$ cat config.mk
export PLATFORM = sky130hd
export DESIGN_NAME = lock_sequencer
export DESIGN_NICKNAME = d
export VERILOG_FILES = /design/src/rtl/lock_sequencer.sv
export SDC_FILE = /design/constraint.sdc
export NUM_CORES = 1
export LEC_CHECK = 0
export ABC_AREA = 1
export ABC_CLOCK_PERIOD_IN_PS = 2920
export CAP_MARGIN = 20
export CORE_ASPECT_RATIO = 1.75
export CORE_UTILIZATION = 55
export DETAILED_ROUTE_END_ITERATION = 12
export MAX_ROUTING_LAYER = met4
export PLACE_DENSITY = 0.79
export SLEW_MARGIN = 40
export SYNTH_ARGS = -nofsm -noshare
export SYNTH_HDL_FRONTEND = slang
export SYNTH_SLANG_ARGS = --single-unit
$ cat constraint.sdc
create_clock -name clk -period 2.92 [get_ports clk]
set_input_delay 0.438 -clock clk [delete_from_list [all_inputs] [get_ports clk]]
set_output_delay 0.438 -clock clk [all_outputs]
set_load 0.1 [all_outputs]
$ cat src/rtl/lock_sequencer.sv
`timescale 1ns/1ps
// lock_sequencer: keypad front end for the lock datapath; forwards one press per try pulse,
// checks the result on enter, holds the unlocked window and enforces a lockout after repeated failures.
module lock_sequencer #(
  parameter int unsigned MAX_PRESSES    = 10,
  parameter int unsigned MAX_FAILS      = 3,
  parameter int unsigned OPEN_CYCLES    = 1000,
  parameter int unsigned LOCKOUT_CYCLES = 5000
) (
  input  logic                           clk,
  input  logic                           reset_n,
  input  logic                           key_valid,
  input  logic [3:0]                     key,
  input  logic                           enter,
  input  logic                           clear,
  input  logic                           lock_open,
  output logic                           lock_reset,
  output logic [3:0]                     lock_numbers,
  output logic                           lock_try,
  output logic                           unlocked,
  output logic                           locked_out,
  output logic [$clog2(MAX_FAILS+1)-1:0] fail_count,
  output logic                           key_error
);

  localparam int unsigned FAIL_W    = $clog2(MAX_FAILS + 1);
  localparam int unsigned PRESS_W   = $clog2(MAX_PRESSES + 1);
  localparam int unsigned TIMER_MAX = (OPEN_CYCLES > LOCKOUT_CYCLES) ? OPEN_CYCLES : LOCKOUT_CYCLES;
  localparam int unsigned TIMER_W   = (TIMER_MAX > 2) ? $clog2(TIMER_MAX) : 1;

  typedef enum logic [2:0] {
    S_CLR     = 3'd0,
    S_IDLE    = 3'd1,
    S_ENTRY   = 3'd2,
    S_CHECK   = 3'd3,
    S_OPEN    = 3'd4,
    S_LOCKOUT = 3'd5
  } state_t;

  state_t              state_q, state_d;
  logic [TIMER_W-1:0]  timer_q, timer_d;
  logic [PRESS_W-1:0]  press_q, press_d;
  logic [FAIL_W-1:0]   fail_d;
  logic [3:0]          numbers_d;
  logic                try_d;
  logic                error_d;
  logic                key_onehot;

  // Next-state and next-output logic; clear > enter > key_valid.
  always_comb begin
    state_d    = state_q;
    timer_d    = timer_q;
    press_d    = press_q;
    fail_d     = fail_count;
    numbers_d  = lock_numbers;
    try_d      = 1'b0;
    error_d    = 1'b0;
    key_onehot = (key != 4'd0) && ((key & (key - 4'd1)) == 4'd0);

    unique case (state_q)
      S_CLR: begin
        press_d = '0;
        state_d = S_IDLE;
      end
      S_IDLE, S_ENTRY: begin
        if (clear) begin
          state_d = S_CLR;
        end else if (enter) begin
          if (state_q == S_ENTRY) state_d = S_CHECK;
        end else if (key_valid) begin
          if (key_onehot && (press_q < PRESS_W'(MAX_PRESSES))) begin
            numbers_d = key;
            try_d     = 1'b1;
            press_d   = press_q + PRESS_W'(1);
            state_d   = S_ENTRY;
          end else begin
            error_d = 1'b1;
          end
        end
      end
      S_CHECK: begin
        if (lock_open) begin
          state_d = S_OPEN;
          timer_d = TIMER_W'(OPEN_CYCLES - 1);
          fail_d  = '0;
        end else begin
          if (fail_count < FAIL_W'(MAX_FAILS)) fail_d = fail_count + FAIL_W'(1);
          if (fail_d == FAIL_W'(MAX_FAILS)) begin
            state_d = S_LOCKOUT;
            timer_d = TIMER_W'(LOCKOUT_CYCLES - 1);
          end else begin
            state_d = S_CLR;
          end
        end
      end
      S_OPEN: begin
        if (clear || (timer_q == '0)) state_d = S_CLR;
        else                          timer_d = timer_q - TIMER_W'(1);
      end
      S_LOCKOUT: begin
        if (timer_q == '0) begin
          state_d = S_CLR;
          fail_d  = '0;
        end else begin
          timer_d = timer_q - TIMER_W'(1);
        end
      end
      default: state_d = S_CLR;
    endcase
  end

  // State, counters and registered outputs; status outputs decode the next state.
  always_ff @(posedge clk or negedge reset_n) begin
    if (!reset_n) begin
      state_q      <= S_CLR;
      timer_q      <= '0;
      press_q      <= '0;
      lock_reset   <= 1'b1;
      lock_numbers <= 4'd0;
      lock_try     <= 1'b0;
      unlocked     <= 1'b0;
      locked_out   <= 1'b0;
      fail_count   <= '0;
      key_error    <= 1'b0;
    end else begin
      state_q      <= state_d;
      timer_q      <= timer_d;
      press_q      <= press_d;
      lock_reset   <= (state_d == S_CLR);
      lock_numbers <= numbers_d;
      lock_try     <= try_d;
      unlocked     <= (state_d == S_OPEN);
      locked_out   <= (state_d == S_LOCKOUT);
      fail_count   <= fail_d;
      key_error    <= error_d;
    end
  end

endmodule

* Word level (Yosys, flattened, before mapping)
Cells that the tools add are included.
** Operators by class
- $add $sub $neg :: 4
- Order comparisons :: 2
- Equal/unequal tests :: 16
- Multiplexer cells :: 36
- Bitwise logic cells :: 3
- Reductions and logical operators :: 16
** Operators with widths (count)
- $mux W13 :: 4
- $pmux W13 S3 :: 1
- $mux W3 :: 9
- $mux W4 :: 4
- $pmux W3 S5 :: 1
- $ne A2 B2 Y1 const B :: 7
- $logic_not A13 Y1 :: 1
- $sub A13 B1 Y13 const B :: 1
- $eq A3 B3 Y1 const B :: 4
- $mux W1 :: 10
- $mux W2 :: 5
- $reduce_and A5 Y1 :: 2
- $pmux W4 S2 :: 1
- $eq A3 B2 Y1 const B :: 2
- $logic_not A3 Y1 :: 2
- $add A4 B1 Y4 const B :: 1
- $and A4 B4 Y4 :: 1
- $logic_not A4 Y1 :: 1
- $lt A4 B4 Y1 const B :: 1
- $pmux W2 S2 :: 1
- $reduce_and A4 Y1 :: 1
- $reduce_bool A2 Y1 :: 2
- $reduce_bool A4 Y1 :: 1
- $sub A4 B1 Y4 const B :: 1
- other kinds (11) :: 13
** Word-level totals
- Flip-flop bits (word level) :: 31
- Bits of input ports :: 10

* Longest topological paths before layout
- Depth in word-level cells :: 11
- Gate-level depth with buffers :: 11
- Depth with buffers taken out :: 11

* Worst setup path after synthesis
OpenSTA, ideal clock, no wires.
- Path kind :: reg2reg
- Start point :: register fail_count[1]
- End point :: register timer_q[3]
- Library setup time :: 0.117 ns
- Arrival :: 1.633 ns
- Required time :: 2.803 ns
- Path slack :: 1.171 ns
- Stages on the path, launching flop included :: 7
- Path buffers :: 1
- Cells stage by stage :: dfrtp_1 o21ai_1 nand2_1 nand3_2 buf_6 nand2_1 nand2_1
** Between the ends
- Longest elaborated chain between the ends :: 7
- Elaborated cells on any way between the ends :: 8
- Classes of those cells :: 1 x add/sub; 1 x order compare; 2 x eq/ne; 3 x mux; 1 x reduce/logical
** RTL lines
- from (decl) :: line 22 : output logic [$clog2(MAX_FAILS+1)-1:0] fail_count,
- from (signal assigned) :: line 134 : fail_count <= fail_d;
- $add A2 B1 Y2 or $lt A2 B2 Y1 (tied branches) :: line 87 : if (fail_count < FAIL_W'(MAX_FAILS)) fail_d = fail_count + FAIL_W'(1);
- $mux W2 (*) :: line 87
- $mux W2 (*) :: line 82 : if (lock_open) begin
- $mux W2 (*) :: line 60 : unique case (state_q)
- $eq A2 B2 Y1 (*) :: line 88 : if (fail_d == FAIL_W'(MAX_FAILS)) begin
- $ne A3 B3 Y1 (no source line) (*)
- $reduce_and A4 Y1 (no source line) (*)
- to (signal assigned) :: line 127 : timer_q <= timer_d;
- to (decl) :: line 41 : logic [TIMER_W-1:0] timer_q, timer_d;
Mark *: on every way between the ends. The rest lies on a longest branch, timed or not. The select of a mux whose other input is x is not followed.
A chain may end at the register's enable or synchronous reset.

* Final worst setup path
- Start point :: input port key[3]
- End point :: register lock_numbers[1]
** Between the ends
- Longest elaborated chain between the ends :: 6
- Elaborated cells on any way between the ends :: 7
- Classes of those cells :: 1 x add/sub; 1 x bitwise; 5 x reduce/logical
** RTL lines
- from (decl) :: line 13 : input logic [3:0] key,
- $sub A4 B1 Y4 :: line 58 : key_onehot = (key != 4'd0) && ((key & (key - 4'd1)) == 4'd0);
- $and A4 B4 Y4 :: line 58
- $logic_not A4 Y1 :: line 58
- $logic_and A1 B1 Y1 (*) :: line 58
- $logic_and A1 B1 Y1 (*) :: line 71 : if (key_onehot && (press_q < PRESS_W'(MAX_PRESSES))) begin
- $reduce_and A5 Y1 (no source line) (*)
- to (signal assigned) :: line 130 : lock_numbers <= numbers_d;
- to (decl) :: line 18 : output logic [3:0] lock_numbers,
Mark *: on every way between the ends. The rest lies on a longest branch, timed or not.

==> results.sh <==
export IMPL_ys_ff_latch=31
export IMPL_crit_path_end_kind="flop"
export IMPL_min_from="timer_q[1]"
export IMPL_ant_nets=0
export IMPL_r2r_start="timer_q[0]"
export IMPL_drv_slew=0
export IMPL_top_layer="met4"
export IMPL_routabilityCongestion=0.8555
export IMPL_n_antenna_cell=0
export IMPL_place_inst=320
export IMPL_via_per_inst=5.110
export IMPL_most_common_layout_cells="nand2_1, nor2_1, dfrtp_1"
export IMPL_io_buffers=20
export IMPL_synth_compound_area_share_pct=6.094
export IMPL_tns_ps=0
export IMPL_wl_um=3839
export IMPL_cts_resized=0
export IMPL_layout_commonest_cell="nand2_1"
export IMPL_vias=1676
export IMPL_ir_worst_vdd_uv=1043
export IMPL_initial_core_util_pct=57.51
export IMPL_synth_top_family_by_area="simple AND/OR/NAND/NOR gates"
export IMPL_synth_simple_gate_area_share_pct=40.44
export IMPL_max_freq_ghz=0.5737
export IMPL_m1WireLength_um=1473
export IMPL_startpoint_type="input port"
export IMPL_clock_latency_ps=280
export IMPL_muxShareOfSynthArea_pct=0
export IMPL_crit_type="input port to flop"
export IMPL_synth_ff_type="dfrtp_1"
export IMPL_finalCritPeriodShare_pct=59.69
export IMPL_yosysWarnings=0
export IMPL_leakage_nw=1.140
export IMPL_die_area_mm2=0.003527
export IMPL_nets=296
export IMPL_cts_buffers=5
export IMPL_antenna_found_initial=0
export IMPL_slew_headroom_pct=73.48
export IMPL_cts_tree="done"
export IMPL_grt_overflow_total=0
export IMPL_syn_nets=270
export IMPL_area_growth_pct=16.34
export IMPL_syn_avg_cell_area_um2=7.003
export IMPL_cts_clk_slew_worst_paths_ps=60
export IMPL_rsz0062_at_grt="false"
export IMPL_grt_max_degree=32
export IMPL_power_density_mw_per_mm2=992.6
export IMPL_drt_iter0_drc=47
export IMPL_cp_startpoint="key[3]"
export IMPL_outcome="complete, no violations"
export IMPL_met2_length_um=2148
export IMPL_final_util_pct=66.91
export IMPL_fp_coreArea_mm2=0.003142
export IMPL_fin_skew_ps=3.626
export IMPL_syn_cell_area_mm2=0.001807
export IMPL_synth_yosys_seq_area_share_pct=43.01
export IMPL_first_global_vias=1623
export IMPL_synthAdderAreaFrac_pct=1.385
export IMPL_path_max_fanout=7
export IMPL_dr_pass1_iters=4
export IMPL_root_buffer="clkbuf_8"
export IMPL_die_x_um=45.33
export IMPL_holdBufCountCts=0
export IMPL_synth_edf_count=0
export IMPL_drv_cap=0
export IMPL_dp_hpwl_um=2862
export IMPL_cts_sinks=31
export IMPL_critPathArrivalTime_ps=1950
export IMPL_drcViolationCount=0
export IMPL_hold_class="flop to flop"
export IMPL_grt_pass1_wl_um=6561
export IMPL_tightest_slew_ps=397.7
export IMPL_synth_cell_types=27
export IMPL_wire_per_inst_um=11.70
export IMPL_h_tree_depth=2
export IMPL_stdcell_count=328
export IMPL_dr_wl_met3_um=81
export IMPL_grt_usage_pct=26.23
export IMPL_synthXorXnorAreaFrac_pct=0.9695
export IMPL_async_reset_ff_share_pct=100.0
export IMPL_cp_required_ps=3120
export IMPL_cts_setup_buffers=0
export IMPL_top_level_ports=21
export IMPL_fin_crit_ps=1743
export IMPL_cts_buffer_depth=2
export IMPL_final_hold_violation_count=0
export IMPL_drive_gt1_share_pct=14.04
export IMPL_num_rows=27
export IMPL_die_y_um=77.82
export IMPL_postSynthCellCount=258
export IMPL_setup_viol=0
## registers in the layout, indices dropped and copies added (netlist names)
| signal | flops |
|---|---|
| fail_count | 2 |
| key_error | 1 |
| lock_numbers | 4 |
| lock_reset | 1 |
| lock_try | 1 |
| locked_out | 1 |
| press_q | 4 |
| state_q | 3 |
| timer_q | 13 |
| unlocked | 1 |
## Yosys cell counts, types with 2 or more instances
cell type   n  share of area (%)
nand2_1    96                 20
nor2_1     34                7.1
dfrtp_1    30                 42
inv_1      29                6.0
nand3_1    23                6.4
a21oi_1     8                2.2
o21ai_0     6                1.7
nand2_2     4                1.4
nor2_2      4                1.4
buf_6       2                1.2
ha_1        2                1.4
inv_2       2               0.42
nand2_4     2                1.2
nor3b_1     2               0.83
or2_2       2               0.69
## kinds of logic after synthesis
kind of cell,count (synthesis)
and+or+nand+nor,170
buffers and inverters,34
DFF,31
AOI/OAI and AO/OA,19
xor gates and xnor gates,2
adders and majority gates,2
## final cells by class
class | instances | area (um^2)
sequential | 31 | 777.0
inverter | 31 | 116.4
multi-input combinational | 193 | 883.3
clock inverter | 3 | 15.01
fill | 303 | 1040
clock buffer | 5 | 68.82
tap | 43 | 53.80
timing repair buffer | 22 | 187.7
## stage by stage
stage	worst slack, ps	hold slack [ps]	area, um^2	power, mW
final	1177	482.8	2102	2.087
after global routing	1007	501.1	2102	2.240
after CTS	1171	482.7	2102	2.103
after detailed placement	868.7	466.3	2018	1.768
after global placement	905.2	456.5	2018	1.749
after floorplan	1171	142.4	1807	1.536
## final timing paths
check,to,slack [ps],cells after the start
setup / recovery,lock_numbers[1],1180,10
hold / removal,timer_q[1],480,2
setup reg to reg,unlocked,1220,8
hold reg to reg,timer_q[1],480,2
max in group asynchronous,lock_reset,2050,2
min in group asynchronous,timer_q[3],550,2
## worst max-delay path, cell delays in order
cell and delay [ps]:
clkdlybuf4s50_1 500, inv_1 70, nand2_1 50, nand2_1 40
nand2_1 80, nand2_1 80, nor2_1 300, buf_4 220
nor2_1 40, a21oi_1 120
## metal layers
| metal | GRT usage (%) | vias up |
|---|---|---|
| met1 | 25.50 | 783 |
| met3 | 3.721 | 14 |
| met5 | - | - |
| li1 | - | 851 |
| met4 | 15.45 | 0 |
| met2 | 46.09 | 28 |
## power by group
part           internal, mW  switching, mW  total [mW]
logic                 0.282          0.813        1.09
clock network         0.163          0.160       0.323
registers             0.555          0.114       0.669
Power figures use the tool's default switching activity.
